`config.mk`:
```
export PLATFORM = sky130hd
export DESIGN_NAME = baud_tick_generator
export DESIGN_NICKNAME = d
export VERILOG_FILES = /design/src/rtl/baud_tick_generator.sv
export SDC_FILE = /design/constraint.sdc
export NUM_CORES = 1
export LEC_CHECK = 0
export CORE_MARGIN = 10
export CORE_UTILIZATION = 55
export DETAILED_ROUTE_END_ITERATION = 16
export HOLD_SLACK_MARGIN = 0.1
export PLACE_DENSITY = 0.74
export SYNTH_ARGS = -nofsm -noshare
export SYNTH_HDL_FRONTEND = slang
export SYNTH_SLANG_ARGS = --single-unit
```
`constraint.sdc`:
```
create_clock -name Clock_In -period 11.8 [get_ports Clock_In]
set_input_delay 1.77 -clock Clock_In [delete_from_list [all_inputs] [get_ports Clock_In]]
set_output_delay 1.77 -clock Clock_In [all_outputs]
set_load 0.01 [all_outputs]
```
`src/rtl/baud_tick_generator.sv`:
```
// Programmable UART baud timebase.
// Divides Clock_In by an integer+fractional divisor to make an oversample tick,
// then divides that by OVERSAMPLE to make a per-bit tick and a square bit clock.
// Restart re-phases everything to the start of a bit so RX can lock to a start edge.
module baud_tick_generator #(
    parameter int DIV_WIDTH  = 16,
    parameter int FRAC_WIDTH = 4,
    parameter int OVERSAMPLE = 16
) (
    input  logic                  Clock_In,
    input  logic                  Reset,
    input  logic                  Enable,
    input  logic                  Restart,
    input  logic                  Load,
    input  logic [DIV_WIDTH-1:0]  Divisor,
    input  logic [FRAC_WIDTH-1:0] Frac,
    output logic                  Os_Tick,
    output logic                  Baud_Tick,
    output logic                  Baud_Clk
);

    localparam int                OS_W     = $clog2(OVERSAMPLE);
    localparam logic [OS_W-1:0]   OS_LAST  = OS_W'(OVERSAMPLE - 1);
    localparam logic [OS_W-1:0]   OS_HALF  = OS_W'(OVERSAMPLE / 2 - 1);
    localparam logic [OS_W-1:0]   OS_ONE   = OS_W'(1);
    localparam logic [DIV_WIDTH:0] CNT_ONE = (DIV_WIDTH + 1)'(1);

    logic [DIV_WIDTH-1:0]  r_shadowDiv;
    logic [FRAC_WIDTH-1:0] r_shadowFrac;
    logic [DIV_WIDTH-1:0]  r_activeDiv;
    logic [FRAC_WIDTH-1:0] r_activeFrac;
    logic                  r_run;
    logic [DIV_WIDTH:0]    r_divCnt;
    logic [DIV_WIDTH:0]    r_period;
    logic [FRAC_WIDTH-1:0] r_acc;
    logic [OS_W-1:0]       r_osCnt;
    logic                  r_osTick;
    logic                  r_baudTick;
    logic                  r_baudClk;

    logic                  w_count;
    logic                  w_periodStart;
    logic [FRAC_WIDTH:0]   w_accSum;
    logic [DIV_WIDTH:0]    w_newPeriod;
    logic [DIV_WIDTH:0]    w_curPeriod;
    logic                  w_wrap;
    logic                  w_loadActive;
    logic [DIV_WIDTH-1:0]  w_nextActiveDiv;
    logic [FRAC_WIDTH-1:0] w_nextActiveFrac;

    // Counting happens only once the timebase has had one start cycle (r_run),
    // so the first tick after enable/reload/restart arrives a full period later.
    assign w_count       = Enable && !Restart && r_run && (r_activeDiv != '0);
    assign w_periodStart = w_count && (r_divCnt == '0);

    // The fractional accumulator's carry stretches the period by one cycle.
    assign w_accSum    = {1'b0, r_acc} + {1'b0, r_activeFrac};
    assign w_newPeriod = {1'b0, r_activeDiv} + {{DIV_WIDTH{1'b0}}, w_accSum[FRAC_WIDTH]};
    assign w_curPeriod = w_periodStart ? w_newPeriod : r_period;
    assign w_wrap      = w_count && (r_divCnt == (w_curPeriod - CNT_ONE));

    // Active divisor follows the shadow at period boundaries, on restart, and
    // continuously while idle; a same-cycle Load bypasses the shadow.
    assign w_loadActive     = !Enable || (r_activeDiv == '0) || w_wrap || Restart;
    assign w_nextActiveDiv  = w_loadActive ? (Load ? Divisor : r_shadowDiv)  : r_activeDiv;
    assign w_nextActiveFrac = w_loadActive ? (Load ? Frac    : r_shadowFrac) : r_activeFrac;

    // Shadow registers capture the software-programmed divisor on Load.
    always_ff @(posedge Clock_In or negedge Reset) begin
        if (!Reset) begin
            r_shadowDiv  <= '0;
            r_shadowFrac <= '0;
        end else if (Load) begin
            r_shadowDiv  <= Divisor;
            r_shadowFrac <= Frac;
        end
    end

    // Active divisor update and the start-cycle flag that gates counting.
    always_ff @(posedge Clock_In or negedge Reset) begin
        if (!Reset) begin
            r_activeDiv  <= '0;
            r_activeFrac <= '0;
            r_run        <= 1'b0;
        end else begin
            r_activeDiv  <= w_nextActiveDiv;
            r_activeFrac <= w_nextActiveFrac;
            r_run        <= Enable && (w_nextActiveDiv != '0);
        end
    end

    // Period counter, fractional accumulator and oversample position within the bit.
    always_ff @(posedge Clock_In or negedge Reset) begin
        if (!Reset) begin
            r_divCnt <= '0;
            r_period <= '0;
            r_acc    <= '0;
            r_osCnt  <= '0;
        end else if (!w_count) begin
            r_divCnt <= '0;
            r_period <= '0;
            r_acc    <= '0;
            r_osCnt  <= '0;
        end else begin
            if (w_periodStart) begin
                r_acc    <= w_accSum[FRAC_WIDTH-1:0];
                r_period <= w_newPeriod;
            end
            r_divCnt <= w_wrap ? '0 : (r_divCnt + CNT_ONE);
            if (w_wrap) begin
                r_osCnt <= (r_osCnt == OS_LAST) ? '0 : (r_osCnt + OS_ONE);
            end
        end
    end

    // Registered tick outputs and the half-bit toggling bit clock.
    always_ff @(posedge Clock_In or negedge Reset) begin
        if (!Reset) begin
            r_osTick   <= 1'b0;
            r_baudTick <= 1'b0;
            r_baudClk  <= 1'b0;
        end else if (!w_count) begin
            r_osTick   <= 1'b0;
            r_baudTick <= 1'b0;
            r_baudClk  <= 1'b0;
        end else begin
            r_osTick   <= w_wrap;
            r_baudTick <= w_wrap && (r_osCnt == OS_LAST);
            if (w_wrap && ((r_osCnt == OS_HALF) || (r_osCnt == OS_LAST))) begin
                r_baudClk <= !r_baudClk;
            end
        end
    end

    assign Os_Tick   = r_osTick;
    assign Baud_Tick = r_baudTick;
    assign Baud_Clk  = r_baudClk;

endmodule
```
==> reports/summary.txt, run 1 <==
Final Slew Violations - 0
total wire length after detailed routing - 11.7 mm
Synth cell types - 71
Die Area - 14000 µm²
gpl congestion - 0.923
#FFs+latches synth - 86
Port Buf Inserts - 27
Total GRT Usage - 17.3%
dpl cell area - 5610 µm²
first-pass GRT wire length - 20.6 mm
PostCTS Resize Cnt - 0
Hold WC Path Type - flop to flop
Slew @ Worst Pin - 1.06 ns
chip width - 118 µm
Clk Latency, worst-skew pair - 0.37 ns
Starting Density - 57.2%
Syn. warnings - 0
Clock Skews - 0.00909 ns
commonest non-fill, non-tap cell in the layout - dfrtp_1
share of power burned in registers - 49.9%
Final Critical Period - 6.50 ns
main flop type after synthesis - dfrtp_1
register area - 2150 µm²
Post-CTS Repair Setup Buffers - 0
DP HPWL - 8.68 mm
grt peak-use layer - met2
commonest cells after routing, fill and taps aside - 86 x dfrtp_1, 56 x nor2_1, 35 x xnor2_1, 34 x nand2_1, 26 x clkdlybuf4s50_1
Iteration-0 DRC Markers - 401
Arr. time, crit path - 6.75 ns
sw frac - 31.7%
I/O Pins - 28
WS Path Type - input port to flop
Clk network pwr share - 29.1%
antenna cells - 0
switching power total - 215 µW
GRT met2 Usage - 27.7%
grt ovf - 0
Fin. Hold Viols - 0
cts bufs inserted - 9
final instance area - 5800 µm²
antenna viol nets, final - 0
status - complete, no violations
Leak - 2.42 nW
vias in the first global route - 4019
Clock Tree Root - clkbuf_8
Worst VDD drop - 0.0872 mV
clock transition at the registers of the reported paths - 0.09 ns
Post-synth EDFFs - 0
CP endpoint kind - flop
initial antenna violation count - 0
1st-pass router iterations - 5
Die Ht - 118 µm
Core ar. - 9330 µm²
fraction of layout cells with a size suffix above 1 - 10.4%
multi-input logic area - 2950 µm²
Max Cap Violations - 0
mean routed wirelength per cell - 17.1 µm
cell count after synthesis - 544
Post-Route Setup TNS - 0 ns
Critical Path RT - 12.06 ns
hold buffer count at CTS - 0
Post-Syn Nets - 580
P&R area growth vs syn - 8.73%
syn avg cell area - 9.80 µm²
DRC viols - 0
vias per inst - 6.06
CTS tree - yes
Synth async-reset ratio - 100%
startpoint types - input port
post-synthesis cell area - 5330 µm²
register area share after synthesis - 40.4%
row count - 35
largest net degree at the start of global routing - 48
CTS H-tree lvls - 3
grt met1 use - 23.3%
Tcrit/Tclk final - 55.0%
# clock sinks - 86
Combinational Power Share - 21.0%
slew margin rel. - 29.0%
Max Clk Rate - 154 MHz
internal power - 464 µW
Fillers - 794
# setup viols final - 0
crit-path max FO - 21
RSZ-0062 raised after global routing - no
final net count - 589
met3 usage - 4.19%
Clock Path Buffers - 2
PD cells - 117 nW/µm²
via count - 4164
metal layers:
metal,vias to the layer above,share of wire [%]
met5,-,0
met4,0,0.79
met3,12,5.2
met2,124,48
met1,2028,46
li1,2000,-
path summary, 6_finish.rpt:
kind	start	cells past startpoint	slack (ns)	end
worst max-delay path	Enable	16	5.30	r_activeFrac[0]
worst min-delay path	r_shadowFrac[0]	1	0.50	r_shadowFrac[0]
worst max register to register	r_divCnt[12]	16	5.95	r_activeFrac[0]
worst min register to register	r_shadowFrac[0]	1	0.50	r_shadowFrac[0]
max in group asynchronous	Reset	2	9.46	r_period[8]
min in group asynchronous	Reset	1	1.38	r_divCnt[4]
logic make-up after synthesis:
kind of cell | Yosys count | share of synthesized area [%]
muxes | 51 | 10.6
and+or+nand+nor | 206 | 21.1
adders and majority gates | 11 | 2.72
DFF | 86 | 40.4
xor gates and xnor gates | 52 | 8.54
buffers and inverters | 48 | 4.39
AOI/OAI and AO/OA | 90 | 12.3
layout make-up:
| class | instances | area share (%) |
|---|---|---|
| Timing Repair Buffer | 30 | 5.01 |
| Clock inverter | 6 | 0.863 |
| Multi-Input combinational cell | 410 | 50.8 |
| Tap cell | 129 | 2.78 |
| Sequential cell | 86 | 37.1 |
| Inverter | 16 | 1.04 |
| Clock buffer | 10 | 2.37 |
power groups by stage:
stage               clock (mW)  sequential (mW)  combinational [mW]
finish                   0.198            0.338               0.142
global route             0.217            0.342               0.159
CTS                      0.205            0.338               0.142
detailed placement           0            0.344               0.142
global placement             0            0.343               0.138
floorplan                    0            0.330               0.116
worst max-delay path: stages:
cell and delay (ns):
clkdlybuf4s50_1 0.51, nor3b_1 0.20, buf_4 0.19, nand3_1 0.46
mux2i_1 0.46, ha_1 0.41, nor2_1 0.07, a31oi_1 0.16
a32oi_1 0.10, xnor2_1 0.16, a21oi_1 0.15, nand4_1 0.12
nor3_1 0.41, nand4b_4 0.27, o21ai_2 0.88, mux2_2 0.43
cell usage after synthesis (3+ instances only):
library cell	instances	share of area [%]
dfrtp_1	86	40
clkbuf_1	10	0.70
a21o_1	6	0.84
mux2i_1	9	1.7
o22ai_1	3	0.35
ha_1	10	2.3
a31oi_1	8	0.94
buf_2	13	1.2
nand2_1	34	2.4
buf_4	4	0.56
nor2_1	56	3.9
a211oi_1	12	1.7
nand3b_1	4	0.56
o21ai_0	9	0.84
o31a_1	3	0.49
nor4_1	20	2.3
inv_1	16	1.1
nand4_1	10	1.2
nand2b_1	3	0.35
and3_1	11	1.3
nor2b_1	5	0.59
or4_1	3	0.42
xor2_1	17	2.8
nor3b_1	3	0.42
a21oi_1	15	1.4
buf_6	3	0.63
xnor2_1	35	5.7
nand3_1	19	1.8
a311oi_1	3	0.49
o211ai_1	5	0.70
and2_1	3	0.35
nor3_1	12	1.1
mux2_1	19	4.0
mux2_2	23	4.9
or3_1	8	0.94
sequential cells by signal (all words and copies together) (netlist names):
signal	cells
Baud_Clk	1
Baud_Tick	1
Os_Tick	1
r_acc	4
r_activeDiv	16
r_activeFrac	4
r_divCnt	17
r_osCnt	4
r_period	17
r_run	1
r_shadowDiv	16
r_shadowFrac	4
through the flow:
stage / setup WS, ns / hold WS (ns) / util (%) / total power [mW] / instances
final: 5.30 / 0.499 / 62.2 / 0.679 / 687
after global routing: 4.77 / 0.538 / 62.2 / 0.718 / 687
after global placement: 5.17 / 0.483 / 60.1 / 0.481 / 671
after CTS: 5.34 / 0.503 / 62.2 / 0.685 / 687
after floorplan: 6.46 / 0.465 / - / 0.446 / 544
after detailed placement: 4.96 / 0.482 / 60.1 / 0.485 / 671
Note: power is estimated with default switching activity, not from simulation.
==> run 2, diff against run 1 <==
--- a/config.mk
+++ b/config.mk
@@ -9,7 +9,7 @@
 export CORE_UTILIZATION = 55
 export DETAILED_ROUTE_END_ITERATION = 16
 export HOLD_SLACK_MARGIN = 0.1
-export PLACE_DENSITY = 0.74
+export PLACE_DENSITY = 0.77
 export SYNTH_ARGS = -nofsm -noshare
 export SYNTH_HDL_FRONTEND = slang
 export SYNTH_SLANG_ARGS = --single-unit
==> constraint.sdc (replaced) <==
create_clock -name Clock_In -period 5.42 [get_ports Clock_In]
set_input_delay 0.813 -clock Clock_In [delete_from_list [all_inputs] [get_ports Clock_In]]
set_output_delay 0.813 -clock Clock_In [all_outputs]
set_load 0.01 [all_outputs]
==> reports/summary.txt, run 2 (synthesis results as in run 1) <==
RSZ-0062 raised after global routing - no
Critical Path RT - 5.70 ns (-6.36 ns)
hold buffer count at CTS - 0 (unchanged)
Total GRT Usage - 18.0% (+0.68 points)
Final Slew Violations - 0 (unchanged)
Clock Skews - 0.0154 ns (+0.00627 ns)
worst setup margin - 0.314 ns (-4.99 ns)
startpoint types - flop
Largest delay share family, worst path - adder cells
Pwr Total - 1.50 mW (+120%)
fraction of layout cells with a size suffix above 1 - 11.8% (+1.4 points)
DRC viols - 0 (unchanged)
first-pass GRT wire length - 21.2 mm (+2.7%)
total wire length after detailed routing - 12.3 mm (+4.4%)
sw frac - 32.9% (+1.2 points)
Clk network pwr share - 29.7% (+0.6 points)
Combinational Power Share - 21.4% (+0.4 points)
Port Buf Inserts - 27 (unchanged)
row count - 35 (unchanged)
# setup viols final - 0 (unchanged)
Clk Latency, worst-skew pair - 0.38 ns (about the same)
Slew @ Worst Pin - 0.945 ns (-0.119 ns)
crit-path max FO - 21 (unchanged)
Starting Density - 57.2% (unchanged)
commonest non-fill, non-tap cell in the layout - dfrtp_1
Post-Route Setup TNS - 0 ns (unchanged)
slew margin rel. - 36.8% (+7.8 points)
chip width - 118 µm (unchanged)
CP max stage delay - 0.41 ns (-0.47 ns)
register area - 2150 µm² (unchanged)
Hold WC Path Type - input port to asynchronous set/reset pin
via count - 4311 (+3.5%)
Iteration-0 DRC Markers - 419 (+4.5%)
cts bufs inserted - 9 (unchanged)
# clock sinks - 86 (unchanged)
internal power - 1.01 mW (+120%)
Fillers - 785 (-1.1%)
1st-pass router iterations - 5 (unchanged)
P&R area growth vs syn - 10.2%
Tcrit/Tclk final - 94.2%
antenna cells - 0 (unchanged)
switching power total - 494 µW (+130%)
CP endpoint kind - flop
I/O Pins - 28 (unchanged)
Leak - 2.46 nW (+2.0%)
final instance area - 5880 µm² (+1.4%)
PD cells - 255 nW/µm² (+120%)
share of power burned in registers - 48.9% (-1.0 points)
Worst Path Buf+Inv - 1 (-1)
final net count - 599 (+1.7%)
commonest cells after routing, fill and taps aside - 86 x dfrtp_1, 56 x nor2_1, 35 x xnor2_1, 34 x nand2_1, 26 x clkdlybuf4s50_1
CP dominant cell by count - ha_1
Arr. time, crit path - 5.38 ns (-1.37 ns)
CTS H-tree lvls - 3 (unchanged)
Core ar. - 9330 µm² (unchanged)
Worst VDD drop - 0.200 mV (+130%)
multi-input logic area - 2950 µm² (+0.25%)
antenna viol nets, final - 0 (unchanged)
mean routed wirelength per cell - 17.6 µm (+2.9%)
vias per inst - 6.19 (+2.0%)
Die Ht - 118 µm (unchanged)
initial antenna violation count - 0 (unchanged)
Setup WS pre-CTS - 0.251 ns (-4.71 ns)
vias in the first global route - 4317 (+7.4%)
Die Area - 14000 µm² (unchanged)
Max Cap Violations - 0 (unchanged)
CTS tree - yes
CP Cell Sequence - ha_1, fa_1, a21o_1, a21o_1, ha_1, ha_1, mux2i_1, ha_1, nor2_1, a31oi_1, a32oi_1, xnor2_1, a21oi_1, nand4_1, nor3_1, nand4b_4, o21ai_2, buf_4, mux2_2
dpl cell area - 5660 µm² (+0.80%)
largest net degree at the start of global routing - 53 (+10%)
Max Clk Rate - 196 MHz
Final Critical Period - 5.11 ns
WS Path Type - flop to flop
status - complete, no violations
Fin. Hold Viols - 0 (unchanged)
slowest stage cell, crit path - dfrtp_1
top flop regs - r_divCnt: 17 flops, r_period: 17 flops
DP HPWL - 8.86 mm (+2.1%)
Clock Tree Root - clkbuf_8
Clock Path Buffers - 2 (unchanged)
grt ovf - 0 (unchanged)
clock transition at the registers of the reported paths - 0.10 ns (about the same)
gpl congestion - 0.883 (-4.3%)
[run 2: timing repair]
item	4_1_cts	5_1_grt
hold endpoints to repair	0	0
buffers inserted	0	3
setup endpoints to repair	0	35
gates resized for setup	0	1
[run 2: final cells by class]
| cell class | count | share of cell area, % |
|---|---|---|
| multi-input combinational | 411 | 50.3 |
| sequential | 86 | 36.6 |
| timing repair buffer | 39 | 6.09 |
| tap | 129 | 2.75 |
| clock buffer | 9 | 2.11 |
| clock inverter | 7 | 1.15 |
| inverter | 16 | 1.02 |
[run 2: stage by stage]
stage          std cells  utilization [%]  hold WS, ns
2_1_floorplan        544                -        0.465
3_3_place_gp         677             60.6        0.481
3_5_place_dp         677             60.6        0.485
4_1_cts              693             62.7        0.382
5_1_grt              697             63.0        0.390
6_report             697             63.0        0.368
[run 2: final timing paths]
kind,start,end,slack (ns),cells past startpoint
worst max-delay path,r_activeFrac[0],r_activeFrac[0],0.31,19
worst min-delay path,Reset,r_period[10],0.37,1
worst max register to register,r_activeFrac[0],r_activeFrac[0],0.31,19
worst min register to register,r_activeFrac[3],r_activeFrac[3],0.50,1
max in group asynchronous,Reset,r_activeDiv[14],4.06,2
min in group Clock_In,r_activeFrac[3],r_activeFrac[3],0.50,1
[run 2: per-layer routing]
metal  track usage (%)  vias to the layer above  share of wire, %  routed length [µm]
li1                  -                     2022                 -                   -
met1              23.1                     2143                45                5500
met2              29.3                      129                48                5910
met3              4.90                       17               5.9                 717
met4              4.96                        0               1.1                 129
met5                 0                        -                 0                   0
[run 2: power by group through the flow]
stage / clock network, mW / registers [mW] / logic [mW]
6_report: 0.446 / 0.734 / 0.320
5_1_grt: 0.488 / 0.740 / 0.359
3_3_place_gp: 0 / 0.743 / 0.307
2_1_floorplan: 0 / 0.719 / 0.252
3_5_place_dp: 0 / 0.745 / 0.316
4_1_cts: 0.458 / 0.732 / 0.319
==> run 3, diff against run 2 <==
--- a/config.mk
+++ b/config.mk
@@ -9,7 +9,7 @@
 export CORE_UTILIZATION = 55
 export DETAILED_ROUTE_END_ITERATION = 16
 export HOLD_SLACK_MARGIN = 0.1
-export PLACE_DENSITY = 0.77
+export PLACE_DENSITY = 0.74
 export SYNTH_ARGS = -nofsm -noshare
 export SYNTH_HDL_FRONTEND = slang
 export SYNTH_SLANG_ARGS = --single-unit
==> constraint.sdc (replaced) <==
create_clock -name Clock_In -period 5.79 [get_ports Clock_In]
set_input_delay 0.579 -clock Clock_In [delete_from_list [all_inputs] [get_ports Clock_In]]
set_output_delay 0.579 -clock Clock_In [all_outputs]
set_load 0.01 [all_outputs]
==> reports/summary.txt, run 3 (synthesis results as in run 1) <==
status - complete, no violations
DP HPWL - 8.79 mm (-0.79%)
Post-CTS Repair Setup Buffers - 0 (unchanged)
row count - 35 (unchanged)
slowest stage cell, crit path - a2111oi_0
final net count - 592 (-1.2%)
Iteration-0 DRC Markers - 413 (-1.4%)
crit-path max FO - 21 (unchanged)
Clock Path Buffers - 2 (unchanged)
Setup WS pre-CTS - 0.650 ns (+0.399 ns)
Post-Route Setup TNS - 0 ns (unchanged)
worst setup margin - 0.570 ns (+0.255 ns)
total wire length after detailed routing - 12.1 mm (-1.6%)
Slew @ Worst Pin - 1.07 ns (+0.128 ns)
top flop regs - r_divCnt: 17 flops, r_period: 17 flops
commonest non-fill, non-tap cell in the layout - dfrtp_1
slew margin rel. - 28.4% (-8.4 points)
Final Critical Period - 5.22 ns (+0.115 ns)
Fillers - 762 (-2.9%)
commonest cells after routing, fill and taps aside - 86 x dfrtp_1, 56 x nor2_1, 35 x xnor2_1, 34 x nand2_1, 26 x clkdlybuf4s50_1
Worst VDD drop - 0.165 mV (-17%)
DRC viols - 0 (unchanged)
initial antenna violation count - 0 (unchanged)
CP max stage delay - 0.64 ns (+0.23 ns)
chip width - 118 µm (unchanged)
CP Cell Sequence - ha_1, fa_1, a21o_1, a21o_1, ha_1, ha_1, nand4_1, or3_1, a2111oi_0, o21ai_0, a21oi_1, o2bb2ai_1, o21a_1, nand4b_4, o21ai_2, buf_4, mux2_2
R2R Setup Slk - 0.57 ns (+0.26 ns)
gpl congestion - 0.885 (+0.19%)
PD cells - 244 nW/µm² (-4.3%)
clock transition at the registers of the reported paths - 0.09 ns (about the same)
CP dominant cell by count - ha_1
1st-pass router iterations - 5 (unchanged)
Fin. Hold Viols - 0 (unchanged)
hold buffer count at CTS - 0 (unchanged)
vias per inst - 6.19 (+0.15%)
Tcrit/Tclk final - 90.2% (-4.0 points)
antenna viol nets, final - 0 (unchanged)
P&R area growth vs syn - 9.46%
RSZ-0062 raised after global routing - no
Leak - 2.44 nW (-0.93%)
Clock Skews - 0.0137 ns (-0.00168 ns)
Total GRT Usage - 17.3% (-0.71 points)
Die Area - 14000 µm² (unchanged)
WS Path Type - flop to flop
Die Ht - 118 µm (unchanged)
Max Cap Violations - 0 (unchanged)
Starting Density - 57.2% (unchanged)
Clk Latency, worst-skew pair - 0.36 ns (-0.02 ns)
grt ovf - 0 (unchanged)
largest net degree at the start of global routing - 87 (+64%)
Critical Path RT - 6.04 ns (+0.34 ns)
antenna cells - 0 (unchanged)
I/O Pins - 28 (unchanged)
startpoint types - flop
mean routed wirelength per cell - 17.5 µm (-0.58%)
Final Slew Violations - 0 (unchanged)
first-pass GRT wire length - 20.7 mm (-2.1%)
reg2reg start - r_activeFrac[0]
Clock Tree Root - clkbuf_8
via count - 4274 (-0.86%)
Port Buf Inserts - 27 (unchanged)
Core ar. - 9330 µm² (unchanged)
PostCTS Resize Cnt - 0 (unchanged)
CTS tree - yes
# setup viols final - 0 (unchanged)
CP startpoint - r_activeFrac[0]
CP endpoint kind - flop
CTS H-tree lvls - 3 (unchanged)
Hold WC Path Type - input port to asynchronous set/reset pin
Arr. time, crit path - 5.47 ns (+0.09 ns)
r2r endpoint - r_activeFrac[0]
fraction of layout cells with a size suffix above 1 - 10.9% (-0.92 points)
# clock sinks - 86 (unchanged)
Max Clk Rate - 192 MHz (-2.2%)
vias in the first global route - 4258 (-1.4%)
cell depth of the worst flop-to-flop path - 17 (-2)
cts bufs inserted - 9 (unchanged)
-- run 3: changes by cell type in the layout (fill, tap and decap cells not counted), sizes merged --
cell,change
bufinv,+1
clkinvlp,+1
clkinv,-1
nand4,-1
buf,-6
inv,-1
-- run 3: critical path, delay by kind of cell (launching register included) --
family / cells / cell delay [ns]
buffers and inverters: 1 / 0.29
flip-flops: 1 / 0.36
AO/OA/AOI/OAI: 8 / 1.90
AND/OR/NAND/NOR: 3 / 1.17
adder cells (fa/ha/maj): 4 / 1.00
multiplexers: 1 / 0.37
-- run 3: how the worst max path moves through the flow --
stage                           end  slack, ns  cells past startpoint
floorplan            r_activeDiv[0]       1.37                     18
global placement    r_activeFrac[0]       0.76                     17
detailed placement  r_activeFrac[0]       0.65                     17
CTS                  r_activeDiv[5]       0.62                     17
global route         r_activeDiv[0]       0.14                     17
finish              r_activeFrac[0]       0.57                     17
-- run 3: where the power goes --
| part | internal (mW) | switching [mW] |
|---|---|---|
| logic | 0.135 | 0.164 |
| registers | 0.639 | 0.0475 |
| clock network | 0.205 | 0.235 |
| total | 0.980 | 0.447 |
-- run 3: final cells by class --
cell class / instances / area (µm²) / area share (%)
repair buffers: 33 / 313 / 5.36
clock buffers: 9 / 124 / 2.12
clock inverters: 7 / 80.1 / 1.37
flip-flops and latches: 86 / 2150 / 36.9
well taps: 129 / 161 / 2.77
inverters: 16 / 60.1 / 1.03
multi-input cells: 410 / 2950 / 50.5
-- run 3: stage by stage --
stage	hold slack, ns	utilization (%)	cells	area (µm²)	total power [mW]
2_1_floorplan	0.283	-	544	5330	0.909
3_3_place_gp	0.484	60.4	674	5630	0.982
3_5_place_dp	0.489	60.4	674	5630	0.993
4_1_cts	0.450	62.6	690	5840	1.44
5_1_grt	0.496	62.6	690	5840	1.50
6_report	0.387	62.6	690	5840	1.43
-- run 3: layer usage --
layer	vias up	share of wire [%]	wire, µm	track usage, %
li1	2015	-	-	-
met2	160	47	5700	27.6
met1	2083	46	5520	23.3
met4	0	1.3	152	5.11
met5	-	0	0	0
met3	16	5.7	691	3.28
